`src/rtl/dfe_apb_pkg.sv`:
```
// dfe_apb_pkg: shared command type, FSM states and component indices for the APB config sequencer
package dfe_apb_pkg;
  localparam int CMD_ADDR_W = 7;
  localparam int CMD_DATA_W = 20;
  localparam int CMD_COMP = 5;
  localparam int CMD_SEL_W = $clog2(CMD_COMP);
  localparam logic [CMD_SEL_W-1:0] SEL_FRAC_DECI = CMD_SEL_W'(0);
  localparam logic [CMD_SEL_W-1:0] SEL_IIR = CMD_SEL_W'(1);
  localparam logic [CMD_SEL_W-1:0] SEL_CTRL = CMD_SEL_W'(2);
  localparam logic [CMD_SEL_W-1:0] SEL_CIC = CMD_SEL_W'(3);
  localparam logic [CMD_SEL_W-1:0] SEL_FIR = CMD_SEL_W'(4);
  typedef struct packed {
    logic write;
    logic [CMD_SEL_W-1:0] sel;
    logic [CMD_ADDR_W-1:0] addr;
    logic [CMD_DATA_W-1:0] wdata;
  } cfg_cmd_t;
  typedef enum logic [1:0] {IDLE, ISSUE, WAIT} seq_state_t;
endpackage

```
`src/rtl/cfg_cmd_fifo.sv`:
```
// cfg_cmd_fifo: synchronous command FIFO with full/empty flags
module cfg_cmd_fifo
  import dfe_apb_pkg::*;
#(
  parameter int DEPTH = 4
)(
  input  logic     clk,
  input  logic     rst,
  input  logic     push,
  input  logic     pop,
  input  cfg_cmd_t din,
  output cfg_cmd_t dout,
  output logic     full,
  output logic     empty
);
  localparam int AW = $clog2(DEPTH);
  cfg_cmd_t mem [DEPTH];
  logic [AW-1:0] wp, rp;
  logic [AW:0] cnt;
  logic do_push, do_pop;
  assign do_push = push && !full;
  assign do_pop = pop && !empty;
  assign full = cnt == (AW+1)'(DEPTH);
  assign empty = cnt == '0;
  assign dout = mem[rp];
  always_ff @(posedge clk)
    if (do_push) mem[wp] <= din;
  always_ff @(posedge clk or posedge rst)
    if (rst) begin
      wp <= '0;
      rp <= '0;
      cnt <= '0;
    end else begin
      wp <= wp + AW'(do_push);
      rp <= rp + AW'(do_pop);
      cnt <= cnt + (AW+1)'(do_push) - (AW+1)'(do_pop);
    end
endmodule

```
`src/rtl/apb_cfg_sequencer.sv`:
```
// apb_cfg_sequencer: buffers register commands and replays them one at a time as APB master transfers
module apb_cfg_sequencer
  import dfe_apb_pkg::*;
#(
  parameter int ADDR_WIDTH  = CMD_ADDR_W,
  parameter int PDATA_WIDTH = 32,
  parameter int COEFF_WIDTH = CMD_DATA_W,
  parameter int COMP        = CMD_COMP,
  parameter int FIFO_DEPTH  = 4,
  parameter int XFER_CYCLES = 3
)(
  input  logic                    clk,
  input  logic                    rst,
  input  logic                    cmd_valid,
  output logic                    cmd_ready,
  input  logic                    cmd_write,
  input  logic [$clog2(COMP)-1:0] cmd_sel,
  input  logic [ADDR_WIDTH-1:0]   cmd_addr,
  input  logic [COEFF_WIDTH-1:0]  cmd_wdata,
  output logic                    MTRANS,
  output logic                    MWRITE,
  output logic [COMP-1:0]         MSELx,
  output logic [ADDR_WIDTH-1:0]   MADDR,
  output logic [COEFF_WIDTH-1:0]  MWDATA,
  input  logic [PDATA_WIDTH-1:0]  MRDATA,
  output logic                    rsp_valid,
  output logic [PDATA_WIDTH-1:0]  rsp_data,
  output logic                    busy,
  output logic                    err
);
  localparam int CW = $clog2(XFER_CYCLES);
  cfg_cmd_t cmd, head;
  seq_state_t state, state_n;
  logic [CW-1:0] cnt;
  logic full, empty, pop, bad;
  assign cmd = '{write: cmd_write, sel: cmd_sel, addr: cmd_addr, wdata: cmd_wdata};
  assign pop = state == IDLE && !empty;
  assign bad = head.sel >= CMD_SEL_W'(COMP);
  assign cmd_ready = !full;
  assign busy = !empty || state != IDLE;
  cfg_cmd_fifo #(.DEPTH(FIFO_DEPTH)) u_fifo (
    .clk  (clk),
    .rst  (rst),
    .push (cmd_valid),
    .pop  (pop),
    .din  (cmd),
    .dout (head),
    .full (full),
    .empty(empty)
  );
  always_comb begin
    state_n = state == IDLE ? (pop && !bad ? ISSUE : IDLE) :
              state == ISSUE ? WAIT :
              cnt == '0 ? IDLE : WAIT;
  end
  always_ff @(posedge clk or posedge rst)
    if (rst) begin
      state <= IDLE;
      cnt <= '0;
      MTRANS <= 1'b0;
      MWRITE <= 1'b0;
      MSELx <= '0;
      MADDR <= '0;
      MWDATA <= '0;
      rsp_valid <= 1'b0;
      rsp_data <= '0;
      err <= 1'b0;
    end else begin
      state <= state_n;
      MTRANS <= pop && !bad;
      err <= pop && bad;
      rsp_valid <= 1'b0;
      if (pop && !bad) begin
        MWRITE <= head.write;
        MSELx <= COMP'(1) << head.sel;
        MADDR <= head.addr;
        MWDATA <= head.wdata;
      end
      if (state == ISSUE) cnt <= CW'(XFER_CYCLES - 1);
      else if (state == WAIT && cnt != '0) cnt <= cnt - 1'b1;
      if (state == WAIT && cnt == '0) begin
        MSELx <= '0;
        if (!MWRITE) begin
          rsp_valid <= 1'b1;
          rsp_data <= MRDATA;
        end
      end
    end
endmodule
```
`config.mk`:
```
export PLATFORM = sky130hd
export DESIGN_NAME = apb_cfg_sequencer
export DESIGN_NICKNAME = d
export VERILOG_FILES = /design/src/rtl/dfe_apb_pkg.sv /design/src/rtl/cfg_cmd_fifo.sv /design/src/rtl/apb_cfg_sequencer.sv
export SDC_FILE = /design/constraint.sdc
export NUM_CORES = 1
export LEC_CHECK = 0
export ABC_AREA = 1
export CORE_AREA = 2 2 133 135
export CTS_CLUSTER_SIZE = 8
export DETAILED_ROUTE_END_ITERATION = 7
export DIE_AREA = 0 0 135 137
export PLACE_DENSITY = 0.74
export SLEW_MARGIN = 20
export SYNTH_ARGS = -nofsm -noshare
export SYNTH_HDL_FRONTEND = slang
export SYNTH_HIERARCHICAL = 1
export SYNTH_SLANG_ARGS = --single-unit
```
`constraint.sdc`:
```
create_clock -name clk -period 2.5 [get_ports clk]
set_clock_uncertainty 0.15 [all_clocks]
set_input_delay 0.25 -clock clk [delete_from_list [all_inputs] [get_ports clk]]
set_output_delay 0.25 -clock clk [all_outputs]
set_load 0.05 [all_outputs]
```
==> results.toml, run 1 <==
[cells_and_area]
drive_gt1_frac = 0.0806
multiInputGateArea_sq_um = 1930
antennaDiodeCount = 0
fillCellCount = 1377
seq_area_sq_um = 5700
synthToLayoutAreaGrowth_pct = 32.5
instances_no_fill = 1094
nets = 919

[critical_path]
rrSetupSlack_ns = 0.23
required_ns = 2.10
critPathMaxStageDelay_ns = 0.79
critPathMaxFanout = 3
end_kind = "output port"
startpoint_type = "register"
cp.arrival_ns = 1.98
cp_common_cell = "inv_1"
crit_type = "reg2out"
path_cells = "inv_1 > nand2_1 > nor2_1 > inv_1 > clkdlybuf4s50_1"
crit_slowest_cell = "clkdlybuf4s50_1"

[global_routing]
grt_pass1_vias = 5241
antenna_found_initial = 0
grt_pass1_wl_mm = 26.7
grt_usage = 0.183
grt_max_degree = 39
grt.overflow.total = 0

[timing]
setup_tns_ns = 0
finalSetupViolations = 0
worstMarginPinSlew_ns = 0.584
finalCritPeriodShare = 0.953
slew_violations = 0
rsz0062_at_grt = "false"
fin_crit_ns = 2.38
final-hold-violation-count = 0
max_freq_mhz = 420
max_slew_margin = 0.610
setup_ws_ns = 0.117

[routing]
post_drt_via_cell_ratio = 4.92
wl_per_cell_um = 15.8
drt-total-wl_mm = 17.3
vias = 5381
firstDrtPassIters = 4
drc_errors = 0
drt_iter0_markers = 218
ant_nets = 0

[synth]
synth-seq-cells = 203
yosys_warnings = 6
synth.yosys.seq_area_share = 0.728
synthDistinctLibCells = 25
synthCells = 692
synth_top_family_by_area = "simple AND/OR/NAND/NOR gates"
synthMuxAreaShare = 0
synth.avg_cell_area_sq_um = 11.3
synthesis.area_sq_um = 7830
synth_compound_area_frac = 0.0657
syn_nets = 762
synthSimpleGateAreaFrac = 0.166
synthXorXnorAreaFrac = 0.00224
synthAdderAreaFrac = 0.00735

[cts]
cts_sinks = 203
clock-root-buffer = "clkbuf_16"
clk_pin_slew_ns = 0.05
clk_path_buf_depth = 3
cts_tree = "built"
htreeDepth = 1
clk_latency_ns = 0.51
cts_buffers = 29

[floorplan]
dieArea_sq_um = 18500
initial_core_util = 0.459
die_h_um = 137
std_cell_rows = 48
io_pins = 136
die_w_um = 135
core_sq_um = 17100

[place]
hpwl_mm = 10.9
pre_cts_ws_ns = 0.141
gp_congestion = 0.769
dp_cells = 1041
portBuffers = 135

[job]
cap_violations = 0

[worst_hold_path]
hp-class = "in2reg"

[pwr]
powerDensity_nw_per_um2 = 1470
leakage_nw = 4.22
ir_drop_uv = 844

[run_status]
status = "completed"
final cells by class:
cell class | instances | share of cell area
Tap cell | 225 | 0.0271
Sequential cell | 203 | 0.550
Timing Repair Buffer | 156 | 0.152
Clock inverter | 2 | 0.00145
Inverter | 19 | 0.00700
Clock buffer | 49 | 0.0772
Multi-Input combinational cell | 440 | 0.186
worst max-delay path, delay by kind of cell (launching register included):
| kind | cells | cell delay [ns] |
|---|---|---|
| flops | 1 | 0.37 |
| simple gates | 2 | 0.18 |
| buf+inv | 3 | 0.93 |
where the power goes:
group / switching [W] / total [W] / internal [W]
sequential: 0.000435 / 0.00510 / 0.00467
clock: 0.00130 / 0.00344 / 0.00214
combinational: 0.00463 / 0.00673 / 0.00210
total: 0.00636 / 0.0153 / 0.00891
cells in the mapped netlist (all sizes together):
cell type / n / area, sq um
xor2: 1 / 8.76
xnor2: 1 / 8.76
a21boi: 2 / 15.0
fa: 1 / 20.0
nand2: 210 / 793
edfxtp: 124 / 3720
nand3: 10 / 50.1
inv: 19 / 71.3
buf: 20 / 125
dfrtp: 79 / 1980
nor2: 107 / 419
nand4: 4 / 31.3
clkbuf: 11 / 41.3
o21ai: 99 / 499
ha: 3 / 37.5
nor3: 1 / 5.00
state kept, by name, indices dropped and copies added, names as in the netlist:
register	cells
u_fifo/mem	124
rsp_data	32
MWDATA	20
MADDR	7
MSELx	5
u_fifo/cnt	3
cnt	2
state	2
u_fifo/rp	2
u_fifo/wp	2
MTRANS	1
MWRITE	1
err	1
rsp_valid	1
through the flow:
step	total power (W)	hold WS (ns)	util	area [sq um]
after CTS	0.0153	0.103	0.608	10400
after global routing	0.0162	0.122	0.608	10400
after global placement	0.0117	0.311	0.559	9540
after floorplan	0.00963	-0.0966	-	7830
final	0.0153	0.122	0.608	10400
after detailed placement	0.0118	0.314	0.559	9540
timing repair:
item,CTS,global route
setup buffers,0,0
gates cloned,0,1
hold buffers,1,0
endpoints found under the hold margin,15,0
setup endpoints to repair,1,30
gates resized for setup,1,2
cells in the final DEF, fill, tap and decap left out, types with 13 or more instances in the layout:
cell type,synthesis,final
o21ai_1,47,47
nor2_1,104,100
clkdlybuf4s50_1,0,134
buf_4,5,15
clkbuf_16,0,29
edfxtp_1,124,124
clkbuf_1,11,20
nand2_1,208,208
inv_1,14,13
o21ai_0,51,51
dfrtp_1,79,78
kinds of logic after synthesis:
group                      Yosys count
AOI/OAI and AO/OA                  101
xor gates and xnor gates             2
adders and majority gates            4
buffers and inverters               50
DFF                                203
and+or+nand+nor                    332
per-layer routing:
layer  track usage  wire length (um)  vias to the layer above
met1         0.226              7120                     2537
met2         0.318              8460                      179
li1              -                 -                     2639
met5             0                 0                        -
met3        0.0459              1400                       26
met4        0.0573               287                        0
worst paths after layout:
kind                          startpoint             to  cells after the start
setup / recovery           u_fifo/cnt[1]      cmd_ready                      5
hold / removal                MRDATA[31]   rsp_data[31]                      3
setup reg to reg           u_fifo/cnt[0]  u_fifo/cnt[1]                      9
hold reg to reg              rsp_data[4]    rsp_data[4]                      2
max in group asynchronous            rst      MWDATA[5]                      4
min in group asynchronous            rst  u_fifo/cnt[0]                      3
No activity file was read; power rests on OpenSTA's default activity.
==> run 2: changes to the inputs <==
- SETUP_SLACK_MARGIN: default -> 0.2
==> run 2 against run 1 <==
  * Via count up 0.78%
  * First-iteration DRC count up 23%
  * Combinational power up 3.1%
  * Highest routed layer unchanged
  * Largest power group unchanged
  * Routed wire length up 0.69%
  * Sequential cell count unchanged
  * Critical path depth up 2
  * Sequential share of layout area down 0.37 points
  * Final area up 0.68%
  * Critical path type is now reg2reg
  * Fmax up 9.3%
==> results.toml, run 2 (same netlist as run 1, synthesis figures left out) <==
[timing]
max_freq_mhz = 458
slew_violations = 0
max_slew_margin = 0.610
fin_crit_ns = 2.18
rsz0062_at_grt = "true"
worstMarginPinSlew_ns = 0.583
finalCritPeriodShare = 0.873
setup_tns_ns = 0
final-hold-violation-count = 0
finalSetupViolations = 0

[cells_and_area]
seq_area_sq_um = 5700
nets = 925
largest_register_ff_count = 124
top_regs = "u_fifo/mem x124, rsp_data x32, MWDATA x20"
regMostFlops = "u_fifo/mem"
synthToLayoutAreaGrowth_pct = 33.4
multiInputGateArea_sq_um = 1930
finalInstanceArea_sq_um = 10400
drive_gt1_frac = 0.0903
antennaDiodeCount = 0
fillCellCount = 1372
final_cell_mix = "nand2_1, clkdlybuf4s50_1, edfxtp_1"
mostFrequentLayoutCell = "nand2_1"

[routing]
wl_per_cell_um = 15.8
ant_nets = 0
drc_errors = 0
vias = 5423
firstDrtPassIters = 5
drt_iter0_markers = 269
drt-total-wl_mm = 17.4
post_drt_via_cell_ratio = 4.93

[global_routing]
grt_max_degree = 39
use_met3 = 0.0485
grt_pass1_wl_mm = 27.1
grt_pass1_vias = 5259
antenna_found_initial = 0
grt_usage = 0.188
met2_usage = 0.329
grt.overflow.total = 0
met1_usage = 0.227
grt.busiest_layer = "met2"

[critical_path]
startpoint_type = "register"
crit_slowest_cell = "o21ai_2"
required_ns = 2.73
critPathMaxStageDelay_ns = 0.44
cp_common_cell = "nand2_1"
critPathMaxFanout = 5
crit_type = "reg2reg"
rrSetupSlack_ns = 0.32
end_kind = "register"
path_cells = "inv_1 > nand2_1 > o21ai_2 > nand2_1 > nand2_1 > ha_1 > fa_1"
cp.arrival_ns = 2.41

[cts]
clk_latency_ns = 0.52
htreeDepth = 1
cts_sinks = 203
clock-root-buffer = "clkbuf_16"
cts_buffers = 29
clk_path_buf_depth = 3
cts_tree = "built"
clk_pin_slew_ns = 0.05

[floorplan]
dieArea_sq_um = 18500
initial_core_util = 0.459
core_sq_um = 17100
die_w_um = 135
die_h_um = 137
std_cell_rows = 48
io_pins = 136

[place]
hpwl_mm = 10.9
place_area_sq_um = 9540
gp_congestion = 0.769
portBuffers = 135

[pwr]
ir_drop_uv = 855
leakage_nw = 4.26
powerDensity_nw_per_um2 = 1480

[job]
cap_violations = 0

[run_status]
status = "completed"

[worst_hold_path]
hp-class = "in2reg"
-- run 2: routing by layer --
| metal | vias to the layer above | share of wire | routed length (um) |
|---|---|---|---|
| met4 | 0 | 0.013 | 223 |
| met5 | - | 0 | 0 |
| met2 | 184 | 0.50 | 8610 |
| met3 | 22 | 0.082 | 1420 |
| met1 | 2572 | 0.41 | 7140 |
| li1 | 2645 | - | - |
-- run 2: final timing paths --
| kind | startpoint | endpoint | cells past startpoint |
|---|---|---|---|
| setup / recovery | u_fifo/cnt[1] | u_fifo/cnt[1] | 7 |
| hold / removal | MRDATA[31] | rsp_data[31] | 3 |
| setup reg to reg | u_fifo/cnt[1] | u_fifo/cnt[1] | 7 |
| hold reg to reg | rsp_data[4] | rsp_data[4] | 2 |
| max in group asynchronous | rst | MWDATA[5] | 4 |
| min in group asynchronous | rst | u_fifo/cnt[0] | 3 |
-- run 2: report_power, final --
part | internal [W] | switching [W]
Clock | 0.00214 | 0.00130
Combinational | 0.00227 | 0.00468
Sequential | 0.00467 | 0.000442
Total | 0.00908 | 0.00642
-- run 2: cell type report --
| class | count | area share |
|---|---|---|
| tap | 225 | 0.0270 |
| clock buffer | 49 | 0.0767 |
| sequential | 203 | 0.546 |
| multi-input combinational | 440 | 0.185 |
| timing repair buffer | 162 | 0.157 |
| clock inverter | 2 | 0.00144 |
| inverter | 19 | 0.00719 |
-- run 2: through the flow --
| step | hold WS, ns | power [W] | setup slack, ns | util | std cells |
|---|---|---|---|---|---|
| floorplan | -0.0966 | 0.00963 | 0.0129 | - | 692 |
| global placement | 0.311 | 0.0117 | 0.240 | 0.559 | 1041 |
| detailed placement | 0.314 | 0.0118 | 0.141 | 0.559 | 1041 |
| CTS | 0.103 | 0.0154 | 0.205 | 0.608 | 1094 |
| global route | 0.122 | 0.0165 | 0.154 | 0.612 | 1100 |
| finish | 0.121 | 0.0155 | 0.319 | 0.612 | 1100 |
-- run 2: repair_timing --
item | CTS | global route
endpoints found under the setup margin | 31 | 34
setup buffers | 0 | 6
hold buffers | 1 | 0
pin swaps | 0 | 3
resized for setup | 4 | 6
hold endpoints to repair | 15 | 0
gates cloned | 1 | 0
-- run 2: worst max-delay path, delay by kind of cell (launching register included) --
kind / cells / cell delay, ns
compound gates: 1 / 0.44
fa+ha+maj: 2 / 0.57
buf+inv: 1 / 0.11
flops: 1 / 0.40
simple gates: 3 / 0.39
